<file path="config.mk">
export PLATFORM = sky130hd
export DESIGN_NAME = ysyx_220053_idu
export DESIGN_NICKNAME = d
export VERILOG_FILES = /design/src/rtl/ysyx_220053_idu.sv
export SDC_FILE = /design/constraint.sdc
export NUM_CORES = 1
export LEC_CHECK = 0
export CAP_MARGIN = 20
export CORE_AREA = 2 2 171 173
export DETAILED_ROUTE_END_ITERATION = 10
export DIE_AREA = 0 0 173 175
export MAX_ROUTING_LAYER = met4
export PLACE_DENSITY_LB_ADDON = 0.08
export SETUP_SLACK_MARGIN = 0.05
export SLEW_MARGIN = 5
export SYNTH_ARGS = -nofsm -noshare
export SYNTH_HDL_FRONTEND = slang
export SYNTH_SLANG_ARGS = --single-unit
export TNS_END_PERCENT = 10
</file>
<file path="constraint.sdc">
create_clock -name clk -period 4.4 [get_ports clk]
set_input_delay 0.88 -clock clk [delete_from_list [all_inputs] [get_ports clk]]
set_output_delay 0.88 -clock clk [all_outputs]
set_load 0.05 [all_outputs]
</file>
<file path="src/rtl/ysyx_220053_idu.sv">
// Decode stage for the ysyx_220053 RV64I core: turns integer-computational
// instructions into an ALU op/operand bundle held in a one-entry output register.
module ysyx_220053_idu #(
  parameter int XLEN = 64
) (
  input  logic            clk,
  input  logic            rst,
  input  logic            in_valid,
  output logic            in_ready,
  input  logic [31:0]     in_inst,
  input  logic [XLEN-1:0] in_pc,
  output logic [4:0]      rs1_addr,
  output logic [4:0]      rs2_addr,
  input  logic [XLEN-1:0] rs1_data,
  input  logic [XLEN-1:0] rs2_data,
  input  logic            flush,
  output logic            out_valid,
  input  logic            out_ready,
  output logic [3:0]      out_aluop,
  output logic [XLEN-1:0] out_a,
  output logic [XLEN-1:0] out_b,
  output logic [4:0]      out_rd,
  output logic            out_wen,
  output logic            out_word,
  output logic            out_illegal,
  output logic [XLEN-1:0] out_pc
);

  localparam logic [6:0] OPC_OP      = 7'b0110011;
  localparam logic [6:0] OPC_OP_IMM  = 7'b0010011;
  localparam logic [6:0] OPC_OPW     = 7'b0111011;
  localparam logic [6:0] OPC_OP_IMMW = 7'b0011011;
  localparam logic [6:0] OPC_LUI     = 7'b0110111;
  localparam logic [6:0] OPC_AUIPC   = 7'b0010111;

  logic [6:0]      opcode;
  logic [2:0]      funct3;
  logic [6:0]      funct7;
  logic [4:0]      rd;
  logic [XLEN-1:0] imm_i;
  logic [XLEN-1:0] imm_u;
  logic [XLEN-1:0] shamt6;
  logic [XLEN-1:0] shamt5;

  assign opcode   = in_inst[6:0];
  assign rd       = in_inst[11:7];
  assign funct3   = in_inst[14:12];
  assign funct7   = in_inst[31:25];
  assign rs1_addr = in_inst[19:15];
  assign rs2_addr = in_inst[24:20];
  assign imm_i    = {{(XLEN-12){in_inst[31]}}, in_inst[31:20]};
  assign imm_u    = {{(XLEN-32){in_inst[31]}}, in_inst[31:12], 12'h000};
  assign shamt6   = {{(XLEN-6){1'b0}}, in_inst[25:20]};
  assign shamt5   = {{(XLEN-5){1'b0}}, in_inst[24:20]};

  logic            legal;
  logic [3:0]      dec_aluop;
  logic [XLEN-1:0] dec_a;
  logic [XLEN-1:0] dec_b;
  logic            dec_word;
  logic [3:0]      aluop_next;
  logic [XLEN-1:0] a_next;
  logic [XLEN-1:0] b_next;
  logic            word_next;
  logic            wen_next;

  always_comb begin
    legal     = 1'b0;
    dec_aluop = 4'b0000;
    dec_a     = '0;
    dec_b     = '0;
    dec_word  = 1'b0;
    case (opcode)
      OPC_OP: begin
        dec_a = rs1_data;
        dec_b = rs2_data;
        if (funct7 == 7'b0000000) begin
          legal     = 1'b1;
          dec_aluop = {1'b0, funct3};
        end else if (funct7 == 7'b0100000 && (funct3 == 3'b000 || funct3 == 3'b101)) begin
          legal     = 1'b1;
          dec_aluop = {1'b1, funct3};
        end
      end
      OPC_OP_IMM: begin
        dec_a = rs1_data;
        case (funct3)
          3'b001: begin
            legal     = (in_inst[31:26] == 6'b000000);
            dec_aluop = 4'b0001;
            dec_b     = shamt6;
          end
          3'b101: begin
            legal     = (in_inst[31:26] == 6'b000000) || (in_inst[31:26] == 6'b010000);
            dec_aluop = {in_inst[30], 3'b101};
            dec_b     = shamt6;
          end
          default: begin
            legal     = 1'b1;
            dec_aluop = {1'b0, funct3};
            dec_b     = imm_i;
          end
        endcase
      end
      OPC_OPW: begin
        dec_a    = rs1_data;
        dec_b    = rs2_data;
        dec_word = 1'b1;
        if (funct7 == 7'b0000000 && (funct3 == 3'b000 || funct3 == 3'b001 || funct3 == 3'b101)) begin
          legal     = 1'b1;
          dec_aluop = {1'b0, funct3};
        end else if (funct7 == 7'b0100000 && (funct3 == 3'b000 || funct3 == 3'b101)) begin
          legal     = 1'b1;
          dec_aluop = {1'b1, funct3};
        end
      end
      OPC_OP_IMMW: begin
        dec_a    = rs1_data;
        dec_word = 1'b1;
        case (funct3)
          3'b000: begin
            legal = 1'b1;
            dec_b = imm_i;
          end
          3'b001: begin
            legal     = (funct7 == 7'b0000000);
            dec_aluop = 4'b0001;
            dec_b     = shamt5;
          end
          3'b101: begin
            // funct7 check also enforces inst[25]=0 for the 5-bit shamt
            legal     = (funct7 == 7'b0000000) || (funct7 == 7'b0100000);
            dec_aluop = {in_inst[30], 3'b101};
            dec_b     = shamt5;
          end
          default: legal = 1'b0;
        endcase
      end
      OPC_LUI: begin
        legal     = 1'b1;
        dec_aluop = 4'b1111;
        dec_b     = imm_u;
      end
      OPC_AUIPC: begin
        legal = 1'b1;
        dec_a = in_pc;
        dec_b = imm_u;
      end
      default: legal = 1'b0;
    endcase
  end

  // Illegal encodings still flow downstream, but as an inert bundle.
  assign aluop_next = legal ? dec_aluop : 4'b0000;
  assign a_next     = legal ? dec_a : '0;
  assign b_next     = legal ? dec_b : '0;
  assign word_next  = legal & dec_word;
  assign wen_next   = legal & (rd != 5'd0);

  logic            valid_reg;
  logic [3:0]      aluop_reg;
  logic [XLEN-1:0] a_reg;
  logic [XLEN-1:0] b_reg;
  logic [4:0]      rd_reg;
  logic            wen_reg;
  logic            word_reg;
  logic            illegal_reg;
  logic [XLEN-1:0] pc_reg;
  logic            accept;

  assign in_ready = !valid_reg || out_ready;
  assign accept   = in_valid && in_ready && !flush;

  always_ff @(posedge clk) begin
    if (rst) begin
      valid_reg   <= 1'b0;
      aluop_reg   <= '0;
      a_reg       <= '0;
      b_reg       <= '0;
      rd_reg      <= '0;
      wen_reg     <= 1'b0;
      word_reg    <= 1'b0;
      illegal_reg <= 1'b0;
      pc_reg      <= '0;
    end else if (flush) begin
      valid_reg <= 1'b0;
    end else if (accept) begin
      valid_reg   <= 1'b1;
      aluop_reg   <= aluop_next;
      a_reg       <= a_next;
      b_reg       <= b_next;
      rd_reg      <= rd;
      wen_reg     <= wen_next;
      word_reg    <= word_next;
      illegal_reg <= !legal;
      pc_reg      <= in_pc;
    end else if (out_ready) begin
      valid_reg <= 1'b0;
    end
  end

  assign out_valid   = valid_reg;
  assign out_aluop   = aluop_reg;
  assign out_a       = a_reg;
  assign out_b       = b_reg;
  assign out_rd      = rd_reg;
  assign out_wen     = wen_reg;
  assign out_word    = word_reg;
  assign out_illegal = illegal_reg;
  assign out_pc      = pc_reg;

endmodule

</file>
==> results.toml <==
[floorplanning]
num_rows = 62
die_w_um = 173
core_area_um2 = 28390
die_area_um2 = 30280
io_pins = 445
die_h_um = 175
start_util = 0.2968

[setup_path]
crit_chain = "clkdlybuf4s50_1 > nor2b_1 > inv_1 > clkdlybuf4s50_1"
critical_path.max_fanout = 3
worst-setup-path-type = "in -> out"
cp-end-kind = "output port"
cp_slowest_cell = "clkdlybuf4s50_1"
max_stage_delay_ns = 0.70
crit_required_ns = 3.52
worst_ep_arrival_time_ns = 2.31
start_kind = "input port"
cpMostUsedCell = "clkdlybuf4s50_1"
crit_start = "out_ready"
r2r-start = "out_valid"

[synth]
synth-edff-count = 0
yosys-top-cells-area = "dfxtp_1 49%, nand2_1 12%, o21ai_2 7.3%"
yosysWarnings = 0
syn_nets = 1193
synth_top_area_share = 0.4871
async_flop_share = 0
synth_top_area_cell = "dfxtp_1"
avgSynthCellArea_um2 = 8.740
synthTopCellsByCount = "272 x nand2_1, 205 x dfxtp_1, 74 x a22oi_1, 73 x a21oi_1, 70 x o21ai_2"
synth_top_flop_cell = "dfxtp_1"
ys_types = 46
synth.most_common_cell = "nand2_1"
synth-seq-cells = 205
synth_area_um2 = 8426
seq_area_frac_synth = 0.4871
syn_inst = 964

[pwr]
power_uw = 4475
ir_drop_uv = 284.0
leakagePower_uw = 0.004617
p_per_area_nw_per_um2 = 325.1

[layout]
fin_nets = 1583
regArea_um2 = 4104
area_delta_synth_final_pct = 63.37
final_util = 0.4848
nFillCells = 2819
drive_gt1_frac = 0.09978
multi_input_area_um2 = 3772

[timing]
finalWorstSetupSlack_ns = 1.213
fin_skew_ns = 0.02239
tightestPinTransition_ns = 0.9329
maxSlewHeadroom = 0.3780
fin_crit_ns = 3.187
timing.final.max_slew_violations = 0
hold_viol_final = 0
post-route-period-util = 0.7243
setup_violations = 0
tns_ns = 0
rsz0062_at_grt = "no"
hold_ws_ns = 0.4442
clock.fmax_ghz = 0.3138

[status]
outcome = "complete, no violations"

[clock_tree]
clockBufferDepth = 3
cts_made_buffers = 25
clk_latency_ns = 0.53
clockRootBuffer = "clkbuf_16"
clk_pin_slew_ns = 0.06
cts_tree = "yes"
post_cts_buffers = 0
cts_num_sinks = 205
cts-resized-gates = 0
cts-htree-levels = 1
cts_hold_buffers = 0

[place]
place_congestion = 0.8512
portBuffers = 444
dp_hpwl_um = 22460
place_ws_ns = 0.8688

[global_routing]
overflow = 0
busiest_layer = "met2"
gr-usage-met2 = 0.3645
grtUsageMet3 = 0.05461
grt_pass1_vias = 8347
grt_use_total = 0.2123
grt_pass1_wl_um = 49600
met1_usage = 0.2425
antenna_found_initial = 2
grt_max_degree = 89

[hold_path]
hp-start = "out_b[57]"
min-delay-path-class = "reg -> reg"

[route]
drt_iter0_drc = 365
ant_nets = 0
drc_errors = 0
via_per_inst = 4.819
avgRoutedWirePerCell_um = 18.79
firstDrtPassIters = 5
routed_wl_um = 33050
vias = 8476

[job]
drv_cap = 0
path summary, 6_finish.rpt:
path | depth (start not counted) | slack (ns) | to
worst max-delay path | 4 | 1.21 | in_ready
worst min-delay path | 2 | 0.44 | out_b[57]
worst max register to register | 6 | 2.18 | out_a[34]
worst min register to register | 2 | 0.44 | out_b[57]
layout by cell type (no fill, tap or decap), types with 3 or more instances in the layout:
master           netlist  layout
clkdlybuf4s50_1        0     443
o21ai_1               30      30
buf_12                 8       5
a221oi_1              19      19
a22oi_1               74      74
inv_1                  4       4
nand2_1              272     272
nand3b_1               3       3
a2bb2oi_1             33      33
clkinv_2               0       8
o21ai_2               70      70
a21oi_1               73      72
nor2b_1                4       4
nor3_1                 4       3
o21ai_0               35      35
buf_4                 10       9
nor2_1                 9       7
dfxtp_1              205     205
clkbuf_8               0       3
clkbuf_1              68       7
clkbuf_16              0      25
through the flow:
step           instances  area (um2)
2_1_floorplan        964        8426
3_3_place_gp        1711       12980
3_5_place_dp        1711       12980
4_1_cts             1757       13760
5_1_grt             1759       13760
6_report            1759       13760
critical path, delay by kind of cell:
family / cells / cell delay (ns)
buffers and inverters: 3 / 1.20
AND/OR/NAND/NOR: 1 / 0.22
layout make-up:
cell class | count | area share
clock buffers | 35 | 0.05036
multi-input cells | 660 | 0.2741
inverters | 4 | 0.001091
clock inverters | 11 | 0.006363
repair buffers | 458 | 0.3347
diodes | 2 | 0.0003636
flip-flops and latches | 205 | 0.2982
well taps | 384 | 0.03491
flip-flops by register name, summed over array words and instances, names as in the netlist:
signal       count
out_aluop        4
out_a           64
out_rd           5
out_valid        1
out_illegal      1
out_pc          64
out_word         1
out_b           64
out_wen          1
power breakdown:
part	switching, uW	internal, uW
Sequential	14.6	1890
Combinational	321	285
Clock	808	1160
Total	1140	3330
layer usage:
metal  vias to the layer above  routed length, um  part of all wire
li1                       4181                  -                 -
met1                      3922              13420              0.41
met2                       320              16320              0.49
met3                        53               2234             0.068
met4                         0               1077             0.033
met5                         -                  0                 0
cell families after synthesis:
| family | share of synthesized area |
|---|---|
| AO/OA/AOI/OAI | 0.2982 |
| flip-flops | 0.4871 |
| AND/OR/NAND/NOR | 0.1460 |
| buffers and inverters | 0.06875 |
Power figures use the tool's default switching activity.
